[src/rtl/riscv_pkg.sv]
// Shared RISC-V core definitions used by the branch resolution logic:
// funct3 branch encodings, resolve-FSM state type and the sequential PC step.
package riscv_pkg;

  localparam logic [2:0] F3_BEQ  = 3'b000;
  localparam logic [2:0] F3_BNE  = 3'b001;
  localparam logic [2:0] F3_BLT  = 3'b100;
  localparam logic [2:0] F3_BGE  = 3'b101;
  localparam logic [2:0] F3_BLTU = 3'b110;
  localparam logic [2:0] F3_BGEU = 3'b111;

  localparam logic [31:0] PC_INCR = 32'd4;

  typedef enum logic [1:0] {
    IDLE     = 2'd0,
    REDIRECT = 2'd1,
    DRAIN    = 2'd2
  } br_state_t;

endpackage

[src/rtl/branch_cond.sv]
// Combinational RV32I branch condition from ALU flags of A-B (subtract).
// Unused funct3 codes (010/011) report illegal and resolve as not taken.
module branch_cond
  import riscv_pkg::*;
(
  input  logic [2:0] funct3,
  input  logic       zero,
  input  logic       negative,
  input  logic       overflow,
  input  logic       carry_out,
  output logic       taken,
  output logic       illegal
);

  always_comb begin
    taken   = 1'b0;
    illegal = 1'b0;
    case (funct3)
      F3_BEQ:  taken = zero;
      F3_BNE:  taken = !zero;
      F3_BLT:  taken = negative ^ overflow;
      F3_BGE:  taken = !(negative ^ overflow);
      // carry_out is the unsigned borrow, so it means A < B
      F3_BLTU: taken = carry_out;
      F3_BGEU: taken = !carry_out;
      default: illegal = 1'b1;
    endcase
  end

endmodule

[src/rtl/branch_resolve.sv]
// Branch resolution: compares the evaluated condition with the prediction and,
// on a mispredict, issues a PC redirect plus a multi-cycle flush. Optional
// resolve/mispredict counters are built when BRANCH_STATS_EN is defined.
module branch_resolve
  import riscv_pkg::*;
#(
  parameter int unsigned FLUSH_CYCLES = 2
) (
  input  logic        clk,
  input  logic        reset,
  input  logic        ex_valid,
  input  logic        ex_is_branch,
  input  logic [2:0]  ex_funct3,
  input  logic        ex_pred_taken,
  input  logic [31:0] ex_pc,
  input  logic [31:0] ex_target,
  input  logic        zero,
  input  logic        negative,
  input  logic        overflow,
  input  logic        carry_out,
  output logic        ex_stall,
  output logic        redirect_valid,
  input  logic        redirect_ready,
  output logic [31:0] redirect_pc,
  output logic        flush,
  output logic        illegal_branch,
  output logic [1:0]  dbg_state
`ifdef BRANCH_STATS_EN
  ,
  output logic [31:0] stat_branches,
  output logic [31:0] stat_mispredicts
`endif
);

  localparam logic [3:0] FLUSH_LOAD = 4'(FLUSH_CYCLES);

  br_state_t   state_q, state_d;
  logic [3:0]  cnt_q, cnt_d;
  logic [31:0] pc_q, pc_d;
  logic        ill_q, ill_d;

  logic        cond_taken;
  logic        cond_illegal;
  logic        resolve;
  logic        mispredict;
  logic [31:0] corr_pc;

  branch_cond u_cond (
    .funct3    (ex_funct3),
    .zero      (zero),
    .negative  (negative),
    .overflow  (overflow),
    .carry_out (carry_out),
    .taken     (cond_taken),
    .illegal   (cond_illegal)
  );

  // EX is only sampled in IDLE; any other state stalls EX so the branch is re-presented.
  assign resolve    = ex_valid && ex_is_branch && (state_q == IDLE);
  assign mispredict = resolve && !cond_illegal && (cond_taken != ex_pred_taken);
  assign corr_pc    = cond_taken ? ex_target : (ex_pc + PC_INCR);

  always_comb begin
    state_d = state_q;
    cnt_d   = cnt_q;
    pc_d    = pc_q;
    ill_d   = resolve && cond_illegal;
    case (state_q)
      IDLE: begin
        if (mispredict) begin
          pc_d    = corr_pc;
          cnt_d   = FLUSH_LOAD;
          state_d = REDIRECT;
        end
      end
      REDIRECT: begin
        if (redirect_ready) begin
          cnt_d   = cnt_q - 4'd1;
          state_d = (cnt_q <= 4'd1) ? IDLE : DRAIN;
        end
      end
      DRAIN: begin
        cnt_d = cnt_q - 4'd1;
        if (cnt_q <= 4'd1) begin
          state_d = IDLE;
        end
      end
      default: begin
        state_d = IDLE;
        cnt_d   = 4'd0;
      end
    endcase
  end

  always_ff @(posedge clk) begin
    if (reset) begin
      state_q <= IDLE;
      cnt_q   <= 4'd0;
      pc_q    <= 32'd0;
      ill_q   <= 1'b0;
    end else begin
      state_q <= state_d;
      cnt_q   <= cnt_d;
      pc_q    <= pc_d;
      ill_q   <= ill_d;
    end
  end

  // Redirect handshake: redirect_valid rises in REDIRECT and redirect_pc is held
  // until the edge where redirect_valid && redirect_ready; ready alone does nothing.
  assign redirect_valid = (state_q == REDIRECT);
  assign redirect_pc    = pc_q;
  assign flush          = (state_q != IDLE);
  assign ex_stall       = (state_q != IDLE);
  assign illegal_branch = ill_q;
  assign dbg_state      = state_q;

`ifdef BRANCH_STATS_EN
  logic [31:0] br_cnt_q, mis_cnt_q;

  always_ff @(posedge clk) begin
    if (reset) begin
      br_cnt_q  <= 32'd0;
      mis_cnt_q <= 32'd0;
    end else begin
      if (resolve) begin
        br_cnt_q <= br_cnt_q + 32'd1;
      end
      if (mispredict) begin
        mis_cnt_q <= mis_cnt_q + 32'd1;
      end
    end
  end

  assign stat_branches    = br_cnt_q;
  assign stat_mispredicts = mis_cnt_q;
`endif

endmodule

[config.mk]
export PLATFORM = sky130hd
export DESIGN_NAME = branch_resolve
export DESIGN_NICKNAME = d
export VERILOG_FILES = /design/src/rtl/riscv_pkg.sv /design/src/rtl/branch_cond.sv /design/src/rtl/branch_resolve.sv
export SDC_FILE = /design/constraint.sdc
export NUM_CORES = 1
export LEC_CHECK = 0
export CAP_MARGIN = 40
export CELL_PAD_IN_SITES_DETAIL_PLACEMENT = 1
export CELL_PAD_IN_SITES_GLOBAL_PLACEMENT = 1
export CORE_ASPECT_RATIO = 1.75
export CORE_MARGIN = 2
export CORE_UTILIZATION = 30
export CTS_CLUSTER_DIAMETER = 100
export CTS_CLUSTER_SIZE = 24
export DETAILED_ROUTE_END_ITERATION = 7
export PLACE_DENSITY = 0.87
export RECOVER_POWER = 100
export SLEW_MARGIN = 20
export SYNTH_ARGS = -nofsm -noshare
export SYNTH_HDL_FRONTEND = slang
export SYNTH_SLANG_ARGS = --single-unit
[constraint.sdc]
create_clock -name clk -period 3.25 [get_ports clk]
set_input_delay 0.8125 -clock clk [delete_from_list [all_inputs] [get_ports clk]]
set_output_delay 0.8125 -clock clk [all_outputs]
set_load 0.005 [all_outputs]
==> results.py <==
metrics = {
    "layout": {
        "fin_util": 0.4704,
        "syn_to_final_growth_pct": 53.43,
        "num-fill-cells": 1151,
        "diodes": 0,
        "design_area_um2": 4250,
        "drive_above_1_share": 0.09751,
        "nets": 565,
    },
    "power": {
        "p_leak_nw": 1.649,
        "combPwrFrac": 0.281,
        "totalPowerFinal_w": 0.001394,
        "clockPowerShare": 0.351,
        "vdd_drop_max_mv": 0.1906,
        "swShare": 0.2924,
        "cellPowerDensity_nw_per_um2": 328.0,
        "power_frac_seq": 0.368,
        "internal_power_w": 0.0009864,
        "power.switching_w": 0.0004076,
    },
    "setup_path": {
        "crit_fanout": 11,
        "worstPathArrival_ns": 3.24,
        "cp-start-kind": "input port",
        "end_kind": "flip-flop",
        "crit_type": "in -> reg",
        "critical_path_required_ns": 3.42,
    },
    "timing": {
        "hold_violations": 0,
        "final.min_clock_period_ns": 3.063,
        "tightest_slew_ns": 0.5667,
        "holdWs_ns": 0.4519,
        "fin_worst_skew_ns": 0.009832,
        "fin_crit_sh": 0.9424,
        "setup_viol": 0,
        "max_slew_margin": 0.6210,
        "setup_tns_ns": 0,
        "rsz0062_at_grt": "no",
        "slew_violations": 0,
        "fmax_ghz": 0.3265,
    },
    "clock_tree": {
        "cts_buffer_depth": 2,
        "cts_setup_buffers": 0,
        "cts_tree": "built",
        "cts_max_level": 2,
        "clk_pin_slew_ns": 0.06,
        "clk_latency_ns": 0.29,
        "postCtsHoldBufs": 0,
        "cts_inserted_buffers": 5,
        "clkSinkCount": 39,
        "cts_resized": 0,
        "root_buffer": "clkbuf_16",
    },
    "drt": {
        "routed_wl_um": 10610,
        "wl_per_cell_um": 17.63,
        "drt_pass1_iterations": 4,
        "first_iter_violations": 93,
        "drc": 0,
        "avgViaCountPerCell": 5.256,
        "detail-route-antenna-nets": 0,
        "vias": 3164,
    },
    "place": {
        "globalplace.congestion": 0.8625,
        "portBuffers": 114,
        "hpwl_um": 8586,
        "placedInstanceArea_um2": 4125,
    },
    "synthesis": {
        "async_reset_ff_frac": 0,
        "syn-cell-area_um2": 2770,
        "seq_area_frac_synth": 0.2818,
        "synthCells": 354,
        "synth_edf_count": 0,
        "ys_ff_latch": 39,
        "synth_nets": 438,
        "avgSynthCellArea_um2": 7.825,
        "synth_warnings": 0,
        "ys.flop_type": "dfxtp_1",
        "synth_cell_types": 57,
    },
    "grt": {
        "grt_max_degree": 31,
        "grt_pass1_vias": 3307,
        "gr-total-overflow": 0,
        "antenna_found_initial": 0,
        "grt_pass1_wl_um": 17090,
        "gr-usage-all-layers": 0.2132,
    },
    "floorplanning": {
        "dieHeight_um": 131.1,
        "dieArea_um2": 10050,
        "fp-row-count": 46,
        "core-area_um2": 9036,
        "io_pins": 115,
        "start_util": 0.3066,
        "die_w_um": 76.64,
    },
    "outcome": {
        "status": "finished, final reports clean",
    },
    "job": {
        "cap_viol_max_count": 0,
    },
    "worst_hold_path": {
        "min-delay-path-class": "reg -> reg",
    },
}
-- cells by family (layout without fill, tap and decap cells) --
kind of cell               count (synthesis)  count (layout)  synth area share
AOI/OAI and AO/OA                         76              76            0.1888
muxes                                      4               4           0.02394
and+or+nand+nor                          173             173            0.3175
buffers and inverters                     29             157           0.06865
adders and majority gates                  7               7           0.03162
xor gates and xnor gates                  26              26           0.08762
DFF                                       39              39            0.2818
-- synthesized netlist by cell type, drive strengths merged, types with 9 or more instances --
library cell / instances / area, um2
nand2: 59 / 221.5
dfxtp: 39 / 780.8
nor2: 32 / 127.6
a21oi: 27 / 142.6
nand3: 23 / 115.1
o211ai: 15 / 112.6
xnor2: 15 / 131.4
clkbuf: 13 / 98.85
nand4: 12 / 90.09
xor2: 10 / 87.58
nor3: 9 / 50.05
-- placed cells by master (no fill, tap or decap), types with 8 or more instances in the layout --
cell type / n
a211o_1: 8
a21oi_1: 26
buf_4: 22
clkdlybuf4s50_1: 76
dfxtp_1: 39
dlygate4sd3_1: 38
inv_1: 8
nand2_1: 59
nand3_1: 23
nand4_1: 11
nor2_1: 31
nor3_1: 9
o211ai_1: 15
xnor2_1: 15
xor2_1: 10
-- path summary, 6_finish.rpt --
path	from	endpoint	slack, ns	cells after the start
max	ex_funct3[0]	redirect_pc[1]	0.19	9
min reg2reg	redirect_pc[18]	redirect_pc[18]	0.45	2
max reg2reg	dbg_state[1]	redirect_pc[22]	0.97	8
min	redirect_pc[18]	redirect_pc[18]	0.45	2
-- stage by stage --
step / cells / setup slack, ns
finish: 602 / 0.1872
global route: 602 / 0.06230
CTS: 602 / 0.2885
detailed placement: 594 / 0.01187
global placement: 594 / 0.07490
floorplan: 354 / 0.5483
-- area by class of cell --
| class | instances | area, um2 | share of cell area |
|---|---|---|---|
| multi-input combinational | 286 | 1789 | 0.4210 |
| timing repair buffer | 140 | 1355 | 0.3188 |
| sequential | 39 | 780.7 | 0.1837 |
| tap | 120 | 150.1 | 0.03533 |
| clock buffer | 6 | 128.9 | 0.03032 |
| inverter | 9 | 33.78 | 0.007948 |
| clock inverter | 2 | 12.51 | 0.002944 |
-- worst max-delay path: stages --
cell             delay, ns
clkdlybuf4s50_1       0.48
xor3_1                0.44
and3b_1               0.25
nor3_1                0.32
buf_4                 0.20
o21a_1                0.19
buf_4                 0.21
nor2_1                0.06
a311oi_1              0.28
-- power groups by stage --
stage,Sequential (W),Clock [W],Combinational [W]
final,0.000513,0.000489,0.000392
after global routing,0.000516,0.000522,0.000425
after CTS,0.000514,0.000494,0.000404
after detailed placement,0.000524,0,0.000400
after global placement,0.000523,0,0.000388
after floorplan,0.000523,0,0.000176
-- routing by layer --
metal  vias up  wire (um)  track usage
met4         0        312      0.09091
li1       1524          -            -
met2        83       6067       0.4149
met1      1536       3965       0.2238
met5         -          0            0
met3        21        267      0.02541
-- registers in the layout, indices dropped and copies added (netlist names) --
name and cells:
redirect_pc 32, dbg_state 2, illegal_branch 1, cnt_q 4
No activity file was read; power rests on OpenSTA's default activity.
==> RTL edit 1: new RTL, same flow settings <==
Add an input register stage for `ex_target`, cleared by the reset; this delays it by one clock. The other inputs are not delayed to match.
--- a/src/rtl/branch_resolve.sv
+++ b/src/rtl/branch_resolve.sv
@@ -36,2 +36,12 @@
 
+  logic [31:0] ex_target_q;
+
+  always_ff @(posedge clk) begin
+    if (reset) begin
+      ex_target_q <= '0;
+    end else begin
+      ex_target_q <= ex_target;
+    end
+  end
+
   br_state_t   state_q, state_d;
@@ -60,3 +70,3 @@
   assign mispredict = resolve && !cond_illegal && (cond_taken != ex_pred_taken);
-  assign corr_pc    = cond_taken ? ex_target : (ex_pc + PC_INCR);
+  assign corr_pc    = cond_taken ? ex_target_q : (ex_pc + PC_INCR);
 
Function: changed (a bounded check fails within 4 cycles, from zero or initial values and one cycle with reset high).
==> RTL edit 1 against the unedited design <==
Sequential cell count up 32; die area increased by 24%; count of clock-buffer cells in the layout increased by 9; final area is 20% higher; synthesized area increased by 25%; clock power up 88%; power rose by 62%; maximum frequency up 1.1%; worst setup slack improved by 0.034 ns; routed wire length rose by 11%; critical path type unchanged; critical endpoint is now cnt_q[2]$_SDFFE_PP0P_; highest routed layer unchanged.
==> RTL edit 1: results (changes against the unedited design) <==
[cells_and_area]
layout.nets=613  ; was 565
drive_above_1_share_pct=6.754  ; was 9.751%
n_fill_cell=1296  ; was 1151

[setup_path]
critPathMaxFanout=8  ; was 11
rr_worst_depth=10  ; was 8
worstSetupStartpoint=ex_funct3[2]  ; was ex_funct3[0]
r2r-end=redirect_pc[20]$_SDFFE_PP0P_  ; was redirect_pc[22]$_SDFFE_PP0P_
cp.arrival_ns=3.29  ; was 3.24 ns
endpoint=cnt_q[2]$_SDFFE_PP0P_  ; was redirect_pc[1]$_SDFFE_PP0P_
cpPeakStageDelay_ns=0.53  ; was 0.48 ns
slowest_stage=or4b_1  ; was clkdlybuf4s50_1
r2r_slack_ns=0.83  ; was 0.97 ns

[timing]
fin_ws_ns=0.2211  ; was 0.1872 ns
holdWs_ns=0.4653  ; was 0.4519 ns
fin_skew_ns=0.005452  ; was 0.009832 ns

[power_and_ir_drop]
seqPwrFrac_pct=41.6  ; was 36.8%
p_clk_share_pct=40.7  ; was 35.1%
leakage_nw=1.969  ; was 1.649 nW
switching_share_pct=24.90  ; was 29.24%

[routing]
drt_iter0_markers=90  ; was 93
via_count=3485  ; was 3164
routed_wl_mm=11.81  ; was 10.61 mm

[placement]
hpwl_mm=9.314  ; was 8.586 mm
gp_congestion=0.8343  ; was 0.8625
pre_cts_slack_ns=-0.09781  ; was 0.01187 ns
placed_cells=650  ; was 594

[logic_synthesis]
ys_seq_area_share_pct=41.06  ; was 28.18%
yosys.cell_types.count=55  ; was 57
synthTopCellsByArea=dfxtp_1 (41%), nor2b_1 (6.7%), xnor2_1 (5.8%)  ; was dfxtp_1 (28%), nand2_1 (8.0%), xnor2_1 (4.7%)
synth_fp_nets=486  ; was 438
syn_avg_cell_area_um2=8.612  ; was 7.825 um^2

[grt]
grtUsageTotal_pct=18.98  ; was 21.32%
grt_pass1_vias=3666  ; was 3307
grt_pass1_wl_mm=18.31  ; was 17.09 mm
antenna_found_initial=0  ; unchanged
grt_max_degree=30  ; was 31

[cts]
cts_made_buffers=9  ; was 5
clock_latency_ns=0.34  ; was 0.29 ns
h-tree-depth=3  ; was 2

[run_status]
status=finished, final reports clean  ; unchanged

[hold_path]
min_to=redirect_pc[24]$_SDFFE_PP0P_  ; was redirect_pc[18]$_SDFFE_PP0P_
whs_path_depth=1  ; was 2

-- RTL edit 1: cell types whose count changed in the layout (fill, tap and decap cells not counted), moves of 6 or more --
cell and delta:
a211o_1 -8, a21oi_1 -9, clkdlybuf4s50_1 -10, dfxtp_1 +32
dlygate4sd3_1 +9, nand2_1 -15, nor2_1 +6, nor2b_1 +33
o22ai_1 +7, xnor2_1 +8
-- RTL edit 1: cells by family (layout without fill, tap and decap cells) --
group	Yosys count	after routing	share of synthesized area, %
buf+inv	31	162	3.795
mux	5	5	2.168
xor+xnor	29	29	7.770
simple gates	187	187	27.68
compound gates	72	72	15.00
fa+ha+maj	7	7	2.530
flops	71	71	41.06
-- RTL edit 1: routing by layer --
layer	wire length [um]	share of wire (%)	GRT usage, %	up-vias
met2	6680	57	36.60	100
met3	480	4.1	4.070	29
met4	494	4.2	9.603	0
li1	-	-	-	1678
met1	4153	35	18.15	1678
met5	0	0	0	-
-- RTL edit 1: per-stage QoR --
step	instance area, um^2	power, mW	utilization [%]
after global routing	5099	2.350	45.66
after detailed placement	4837	1.367	43.32
final	5099	2.255	45.66
after global placement	4837	1.351	43.32
after CTS	5115	2.292	45.80
after floorplan	3462	1.137	-
-- RTL edit 1: layout make-up --
class / count / area (um^2) / share of cell area [%]
multi-input cells: 300 / 1909 / 37.45
flip-flops and latches: 71 / 1421 / 27.88
repair buffers: 135 / 1280 / 25.10
clock buffers: 15 / 277.8 / 5.448
well taps: 132 / 165.2 / 3.239
inverters: 12 / 45.04 / 0.8834
==> RTL edit 2: new RTL, same flow settings <==
Made on the original files. Add a define of `BRANCH_STATS_EN`.
--- a/src/rtl/branch_resolve.sv
+++ b/src/rtl/branch_resolve.sv
@@ -3,2 +3,4 @@
 // resolve/mispredict counters are built when BRANCH_STATS_EN is defined.
+`define BRANCH_STATS_EN
+
 module branch_resolve
Function (old outputs only; new: stat_branches and stat_mispredicts): kept (Yosys induction, for registers that start in step).
==> RTL edit 2 against the unedited design <==
Count of clock-buffer cells in the layout up 3; core utilization down 2.7 points; final area up 87%; global-route usage down 2.9 points; power up 120%; critical endpoint is now stat_mispredicts[10]$_SDFFE_PP0P_; die area up 91%; synthesized area up 96%; first-iteration DRC count up 62%; worst setup slack better by 0.014 ns; highest routed layer unchanged; combinational power up 48%; routed wire length up 67%; register-to-register slack worse by 0.51 ns; sequential cell count up 64; critical path type unchanged.
==> RTL edit 2: results (changes against the unedited design) <==
[cts]
cts_root_buf=clkbuf_16  ; unchanged
clock_latency_ns=0.36  ; was 0.29 ns
cts_repair_resize_count=0  ; unchanged
cts_made_buffers=9  ; was 5
cts_setup_buffers=0  ; unchanged
clk_path_buf_depth=2  ; unchanged
h-tree-depth=3  ; was 2
clk_pin_slew_ns=0.07

[grt]
grtUsageTotal_pct=18.47  ; was 21.32%
grt_max_degree=62  ; was 31
grt_pass1_vias=5951  ; was 3307
grt_pass1_wl_mm=28.89  ; was 17.09 mm
antenna_found_initial=0  ; unchanged

[routing]
wl_per_cell_um=15.95  ; was 17.63 um
drt_iter0_markers=151  ; was 93
via_count=5613  ; was 3164
drtPass1Iterations=4  ; unchanged
via_per_inst=5.052  ; was 5.256

[placement]
port_buffers=178  ; was 114
gp_congestion=0.8181  ; was 0.8625
dpl-instance-area_mm2=0.007682  ; was 0.004125 mm^2
hpwl_mm=14.05  ; was 8.586 mm
pre_cts_slack_ns=-0.1028  ; was 0.01187 ns
placed_cells=1095  ; was 594

[power_and_ir_drop]
p_int_mw=2.139  ; was 0.9864 mW
leakage_nw=2.962  ; was 1.649 nW
ir_worst_vdd_v=0.0002312  ; was 0.0001906 V

[cells_and_area]
layout.nets=958  ; was 565
drive_above_1_share_pct=6.385  ; was 9.751%
insertedDiodeCount=0  ; unchanged

[timing]
holdWs_ns=0.4544  ; was 0.4519 ns
fin_ws_ns=0.2009  ; was 0.1872 ns
fin_skew_ns=0.01353  ; was 0.009832 ns
setup_viol=0  ; unchanged
hold_viol_final=0  ; unchanged
worst_pin_slew_ns=0.6413  ; was 0.5667 ns

[setup_path]
r2r-end=stat_mispredicts[17]$_SDFFE_PP0P_  ; was redirect_pc[22]$_SDFFE_PP0P_
cpPeakStageDelay_ns=0.53  ; was 0.48 ns
r2r_slack_ns=0.46  ; was 0.97 ns
critPathTopFamily=buffers and inverters  ; unchanged
rr_worst_depth=10  ; was 8
cp.arrival_ns=3.33  ; was 3.24 ns
slowest_stage=clkdlybuf4s50_1  ; unchanged
critPathMaxFanout=9  ; was 11
reg2reg_from=dbg_state[0]$_SDFFE_PP0P_  ; was dbg_state[1]$_SDFFE_PP0P_

[logic_synthesis]
yosys-top-cells-count=dfxtp_1 (103), nand2_1 (84), nor2_1 (75)  ; was nand2_1 (59), dfxtp_1 (39), nor2_1 (31)
synthTopCellsByArea=dfxtp_1 (38%), xnor2_1 (6.8%), nand2_1 (5.8%)  ; was dfxtp_1 (28%), nand2_1 (8.0%), xnor2_1 (4.7%)
yosysWarningCount=0  ; unchanged
syn_avg_cell_area_um2=8.023  ; was 7.825 um^2
yosys.cell_types.count=51  ; was 57
synth_fp_nets=763  ; was 438
ys_seq_area_share_pct=37.96  ; was 28.18%

[hold_path]
hp-start=redirect_pc[29]$_SDFFE_PP0P_  ; was redirect_pc[18]$_SDFFE_PP0P_
hold_class=flip-flop to flip-flop  ; unchanged
min_to=redirect_pc[29]$_SDFFE_PP0P_  ; was redirect_pc[18]$_SDFFE_PP0P_

[run_status]
status=finished, final reports clean  ; unchanged

[RTL edit 2: area by class of cell]
class	count	area, um^2
well taps	234	292.8
clock inverters	7	72.57
multi-input cells	517	3149
inverters	27	101.3
clock buffers	9	225.2
flip-flops and latches	103	2062
repair buffers	214	2026
fillers	2155	9963
[RTL edit 2: logic make-up (layout without fill, tap and decap cells)]
family / after synthesis / in the layout / synth area share (%)
compound gates: 131 / 131 / 15.48
fa+ha+maj: 9 / 9 / 2.073
flops: 103 / 103 / 37.96
simple gates: 304 / 304 / 27.69
buf+inv: 57 / 257 / 4.193
xor+xnor: 69 / 69 / 11.40
mux: 4 / 4 / 1.198
[RTL edit 2: worst max path at each step]
stage | from | endpoint | cells past startpoint
2_1_floorplan | ex_funct3[2] | stat_mispredicts[30]$_SDFFE_PP0P_ | 9
3_3_place_gp | ex_funct3[2] | stat_mispredicts[18]$_SDFFE_PP0P_ | 8
3_5_place_dp | ex_funct3[2] | stat_mispredicts[14]$_SDFFE_PP0P_ | 10
4_1_cts | ex_funct3[2] | stat_mispredicts[16]$_SDFFE_PP0P_ | 10
5_1_grt | ex_funct3[2] | stat_mispredicts[10]$_SDFFE_PP0P_ | 8
6_report | ex_funct3[2] | stat_mispredicts[10]$_SDFFE_PP0P_ | 8
[RTL edit 2: power groups by stage]
stage	clock, mW	combinational, mW	sequential (mW)
finish	1.10	0.581	1.34
global placement	0	0.603	1.37
detailed placement	0	0.620	1.37
CTS	1.13	0.623	1.34
global route	1.19	0.644	1.35
floorplan	0	0.289	1.37
[RTL edit 2: layer usage]
layer	up-vias	GRT usage [%]	routed length [um]
met2	128	36.90	10070
met4	0	6.632	465
met5	-	0	0
li1	2771	-	-
met1	2686	18.10	6358
met3	28	4.020	833
